<file path="src/rtl/mem_port_pkg.sv">
// mem_port_pkg: shared state encoding and address check for mem_port_master
package mem_port_pkg;
  typedef enum logic [2:0] {IDLE, WR, RD_ISSUE, RD_WAIT, ERR, FILL} state_e;
  function automatic logic addr_ok(input int unsigned addr, input int unsigned size);
    return addr < size;
  endfunction
endpackage

</file>
<file path="src/rtl/mem_port_master.sv">
// mem_port_master: valid/ready command front end and fill sequencer for a 1R/1W register-file memory
module mem_port_master
  import mem_port_pkg::*;
#(
  parameter int MEM_SIZE = 6,
  parameter int DATA_W = 10,
  localparam int ADDR_W = $clog2(MEM_SIZE)
) (
  input  logic              clk,
  input  logic              rst,
  input  logic              cmd_valid,
  output logic              cmd_ready,
  input  logic              cmd_we,
  input  logic [ADDR_W-1:0] cmd_addr,
  input  logic [DATA_W-1:0] cmd_wdata,
  output logic              rsp_valid,
  input  logic              rsp_ready,
  output logic [DATA_W-1:0] rsp_data,
  output logic              rsp_err,
  input  logic              fill_start,
  input  logic [DATA_W-1:0] fill_value,
  output logic              fill_done,
  output logic              busy,
  output logic              mem_write,
  output logic [ADDR_W-1:0] mem_addr_w,
  output logic [DATA_W-1:0] mem_data_in,
  output logic              mem_read,
  output logic [ADDR_W-1:0] mem_addr_r,
  input  logic [DATA_W-1:0] mem_data_out
);
  localparam logic [ADDR_W-1:0] LAST = ADDR_W'(MEM_SIZE - 1);
  state_e state_q, state_d;
  logic [ADDR_W-1:0] cnt_q, cnt_d, mem_addr_w_q, mem_addr_w_d, mem_addr_r_q, mem_addr_r_d;
  logic [DATA_W-1:0] fill_val_q, fill_val_d, mem_data_in_q, mem_data_in_d, rsp_data_q, rsp_data_d;
  logic mem_write_q, mem_write_d, mem_read_q, mem_read_d;
  logic rsp_valid_q, rsp_valid_d, rsp_err_q, rsp_err_d, fill_done_q, fill_done_d;
  assign cmd_ready = (state_q == IDLE) && !rsp_valid_q && !fill_start;
  assign busy = state_q != IDLE;
  assign mem_write = mem_write_q;
  assign mem_addr_w = mem_addr_w_q;
  assign mem_data_in = mem_data_in_q;
  assign mem_read = mem_read_q;
  assign mem_addr_r = mem_addr_r_q;
  assign rsp_valid = rsp_valid_q;
  assign rsp_data = rsp_data_q;
  assign rsp_err = rsp_err_q;
  assign fill_done = fill_done_q;
  always_comb begin
    state_d = state_q;
    cnt_d = cnt_q;
    fill_val_d = fill_val_q;
    mem_write_d = 1'b0;
    mem_read_d = 1'b0;
    mem_addr_w_d = mem_addr_w_q;
    mem_data_in_d = mem_data_in_q;
    mem_addr_r_d = mem_addr_r_q;
    rsp_valid_d = rsp_valid_q && !rsp_ready;
    rsp_data_d = rsp_data_q;
    rsp_err_d = rsp_err_q;
    fill_done_d = 1'b0;
    case (state_q)
      IDLE:
        if (!rsp_valid_q && fill_start) begin
          state_d = FILL;
          cnt_d = '0;
          fill_val_d = fill_value;
          mem_write_d = 1'b1;
          mem_addr_w_d = '0;
          mem_data_in_d = fill_value;
        end else if (cmd_valid && cmd_ready) begin
          if (!addr_ok(32'(cmd_addr), MEM_SIZE)) state_d = ERR;
          else if (cmd_we) begin
            state_d = WR;
            mem_write_d = 1'b1;
            mem_addr_w_d = cmd_addr;
            mem_data_in_d = cmd_wdata;
          end else begin
            state_d = RD_ISSUE;
            mem_read_d = 1'b1;
            mem_addr_r_d = cmd_addr;
          end
        end
      WR, ERR, RD_WAIT: begin
        state_d = IDLE;
        rsp_valid_d = 1'b1;
        rsp_err_d = state_q == ERR;
        rsp_data_d = state_q == RD_WAIT ? mem_data_out : '0;
      end
      RD_ISSUE: state_d = RD_WAIT;
      FILL:
        if (cnt_q == LAST) begin
          state_d = IDLE;
          fill_done_d = 1'b1;
        end else begin
          cnt_d = cnt_q + 1'b1;
          mem_write_d = 1'b1;
          mem_addr_w_d = cnt_q + 1'b1;
          mem_data_in_d = fill_val_q;
        end
      default: state_d = IDLE;
    endcase
  end
  always_ff @(posedge clk or posedge rst)
    if (rst) begin
      state_q <= IDLE;
      cnt_q <= '0;
      fill_val_q <= '0;
      mem_write_q <= 1'b0;
      mem_read_q <= 1'b0;
      mem_addr_w_q <= '0;
      mem_data_in_q <= '0;
      mem_addr_r_q <= '0;
      rsp_valid_q <= 1'b0;
      rsp_data_q <= '0;
      rsp_err_q <= 1'b0;
      fill_done_q <= 1'b0;
    end else begin
      state_q <= state_d;
      cnt_q <= cnt_d;
      fill_val_q <= fill_val_d;
      mem_write_q <= mem_write_d;
      mem_read_q <= mem_read_d;
      mem_addr_w_q <= mem_addr_w_d;
      mem_data_in_q <= mem_data_in_d;
      mem_addr_r_q <= mem_addr_r_d;
      rsp_valid_q <= rsp_valid_d;
      rsp_data_q <= rsp_data_d;
      rsp_err_q <= rsp_err_d;
      fill_done_q <= fill_done_d;
    end
endmodule

</file>
<file path="config.mk">
export PLATFORM = sky130hd
export DESIGN_NAME = mem_port_master
export DESIGN_NICKNAME = d
export VERILOG_FILES = /design/src/rtl/mem_port_pkg.sv /design/src/rtl/mem_port_master.sv
export SDC_FILE = /design/constraint.sdc
export NUM_CORES = 1
export LEC_CHECK = 0
export CAP_MARGIN = 25
export CORE_UTILIZATION = 25
export DETAILED_ROUTE_END_ITERATION = 8
export GPL_TIMING_DRIVEN = 0
export SLEW_MARGIN = 40
export SYNTH_ARGS = -nofsm -noshare
export SYNTH_HDL_FRONTEND = slang
export SYNTH_SLANG_ARGS = --single-unit
</file>
<file path="constraint.sdc">
create_clock -name clk -period 2.25 [get_ports clk]
set_input_delay 0.3375 -clock clk [delete_from_list [all_inputs] [get_ports clk]]
set_output_delay 0.3375 -clock clk [all_outputs]
set_load 0.1 [all_outputs]
</file>
==> results of run 1 <==
-- sequential cells by signal, indices dropped and copies added (netlist names), 3 cells and up --
register     flops
state_q          3
fill_val_q      10
mem_addr_w       3
mem_addr_r       3
mem_data_in     10
cnt_q            3
rsp_data        10
-- cell families after synthesis --
group	Yosys count
multiplexers	26
flip-flops	47
XOR/XNOR	2
buffers and inverters	27
AND/OR/NAND/NOR	67
AO/OA/AOI/OAI	53
adder cells (fa/ha/maj)	2
-- final cells by class --
class,instances,area [µm²]
Fill cell,903,5680
Sequential cell,47,1180
Multi-Input combinational cell,150,1050
Timing Repair Buffer,72,568
Tap cell,108,135
Clock buffer,5,68.8
Inverter,16,62.6
Buffer,11,58.8
Clock inverter,3,47.5
-- metal layers --
| layer | up-vias | track usage | share of wire |
|---|---|---|---|
| li1 | 929 | - | - |
| met1 | 942 | 0.162 | 0.45 |
| met2 | 39 | 0.214 | 0.49 |
| met3 | 9 | 0.0305 | 0.045 |
| met4 | 0 | 0.0448 | 0.016 |
| met5 | - | 0 | 0 |
-- through the flow --
stage | TNS [ns] | hold WS (ns) | instances | util
6_report | 0 | 0.258 | 412 | 0.358
5_1_grt | 0 | 0.263 | 412 | 0.358
4_1_cts | 0 | 0.258 | 412 | 0.357
3_5_place_dp | -0.394 | 0.477 | 404 | 0.344
3_3_place_gp | -13.49 | 0.488 | 403 | 0.360
2_1_floorplan | -0.214 | 0.480 | 224 | -
-- worst paths after layout --
kind / to / slack [ns] / cells past startpoint
max reg2reg: mem_data_in[5] / 0.29 / 5
max: cmd_ready / 0.18 / 5
min: rsp_data[6] / 0.26 / 2
max in group asynchronous: rsp_valid / 1.55 / 3
min in group clk: mem_addr_w[1] / 0.50 / 1
min reg2reg: mem_addr_w[1] / 0.50 / 1
-- placed cells by master (no fill, tap or decap), types with 3 or more instances in the layout --
cell / Yosys / layout
mux2_4: 3 / 3
a31oi_1: 11 / 11
inv_1: 16 / 15
o21ai_0: 18 / 18
clkdlybuf4s50_1: 0 / 38
dfrtp_1: 47 / 47
nand2_1: 38 / 38
clkbuf_8: 0 / 5
a21oi_1: 6 / 6
nor2_1: 14 / 14
a22o_1: 10 / 10
clkbuf_1: 7 / 7
buf_2: 2 / 34
mux2_2: 21 / 21
-- worst register-to-register path: stages (launching register included) --
cell       delay [ns]
dfrtp_1          0.50
nand2b_2         0.32
a2bb2oi_4        0.23
o22ai_4          0.27
buf_6            0.21
mux2_2           0.35
==> summary.txt, run 1 <==
Status -> complete, but fails checks
Failing checks -> DRC
CP Capture Type -> primary output
Post-synth top area share -> 0.506
# clock sinks -> 47
Final Hold Viols -> 0
Antenna violations before repair -> 0
Global-route wire length before repair -> 9650 µm
Worst-path cell with the longest stage delay -> dfrtp_1
GRT Overall Usage -> 0.128
Synth Warn # -> 0
Via count -> 1919
Synth Register Bits -> 47
Worst-path clk slew -> 0.10 ns
Fin area -> 3170 µm²
Synth async-reset ratio -> 1.00
DRT antenna net count -> 0
Total routed wirelength -> 5910 µm
CP Class -> flop to primary output
Cell Rows -> 34
Initial Util -> 0.263
Synth cell count leaders -> dfrtp_1 (47), nand2_1 (38), mux2_2 (21)
Tcrit/Tclk final -> 0.919
Crit path DAT -> 1.73 ns
Setup repair after global routing missed its margin -> no
Post-route DRC -> 3
Leading area contributor after synthesis -> dfrtp_1
Largest family of logic cells by synthesized area -> compound AO/OA/AOI/OAI gates
Drt wl/cell -> 14.4 µm
Largest net degree at the start of global routing -> 41
Die Width -> 98.4 µm
Worst slew pin tran -> 0.547 ns
Dpl ws -> -0.0511 ns
Core ar. -> 8850 µm²
Worst Path Buf+Inv -> 3
Final min period -> 2.07 ns
Total CTS buffers -> 5
CP max stage delay -> 0.38 ns
Port-buffer cells -> 71
Final slew viol count -> 0
Final setup skew -> 0.0122 ns
Clock buffer depth -> 2
Placed cell area -> 3050 µm²
Top cell by count, worst path -> nor3_4
Post-CTS Hold Fix Bufs -> 0
Register area share after synthesis -> 0.506
Die Y -> 98.4 µm
Post-CTS resize count -> 0
Post-synthesis xor/xnor area fraction -> 0.00753
Post-synthesis compound-gate area fraction -> 0.159
Share of layout cells above drive strength 1 -> 0.263
Avg Inst Size Synth -> 10.4 µm²
CP Launch Point -> state_q[2]
CTS tree -> yes
Final WS setup -> 0.183 ns
Final setup viols -> 0
Adder-Cell Fraction of Synth Area -> 0.0108
Ports -> 72
Initial DRC count -> 84
Layout area overhead -> 36.2%
Gpl congestion -> 0.741
Clk root buf -> clkbuf_8
Drt pass-1 iters -> 6
H-tree depth -> 2
Post-synth top flop -> dfrtp_1
Mapped cell area -> 2320 µm²
Overflow after GRT -> 0
Achievable Freq -> 484 MHz
Critical Path Fanout Max -> 9
Crit start category -> flop
Worst-skew pair later-pin latency -> 0.31 ns
Slew HR -> 0.633
Post-synthesis mux area share -> 0.131
Top delay family on crit path -> buffers and inverters
Post-synth EDFFs -> 0
Mapped Nets -> 265
Post-synthesis simple-gate area fraction -> 0.135
Final HPWL from detailed placement -> 4280 µm
Hold crit path type -> primary input to asynchronous set/reset pin
# diodes -> 0
Critical R2R Launch -> rsp_valid
Max Cap Viol -> 0
Post-Syn Instances -> 224
Final net count -> 344
Count leader, synth -> dfrtp_1
Critical Path, Cell by Cell -> buf_2 -> nor3_4 -> inv_1 -> nor3_4 -> clkbuf_4
Vias in the first global route -> 1910
Die area -> 9690 µm²
Synth top area cells -> dfrtp_1 (51%), mux2_2 (10%), nand2_1 (6.1%), o21ai_0 (3.9%), a22o_1 (3.8%)
Unique cell type count in the Yosys netlist -> 36
Post-CTS Setup Inserts -> 0
CP Data Required Time -> 1.91 ns
Vias/cell -> 4.66
Power of run 1 is not shown: default switching activity piles up to over one toggle a cycle in this logic, so the estimate is an artifact.
==> inputs of run 2 (changes only) <==
- HOLD_SLACK_MARGIN: unset -> 0.03
- SKIP_LAST_GASP: unset -> 1
==> results of run 2 <==
Final layout, timing and power as in run 1 (identical DEF).
Power of run 2 is left out for the same reason.
==> inputs of run 3 (changes only) <==
- CTS_CLUSTER_DIAMETER: unset -> 80
==> results of run 3 <==
Final layout, timing and power as in run 1 (identical DEF).
Power of run 3 is left out for the same reason.
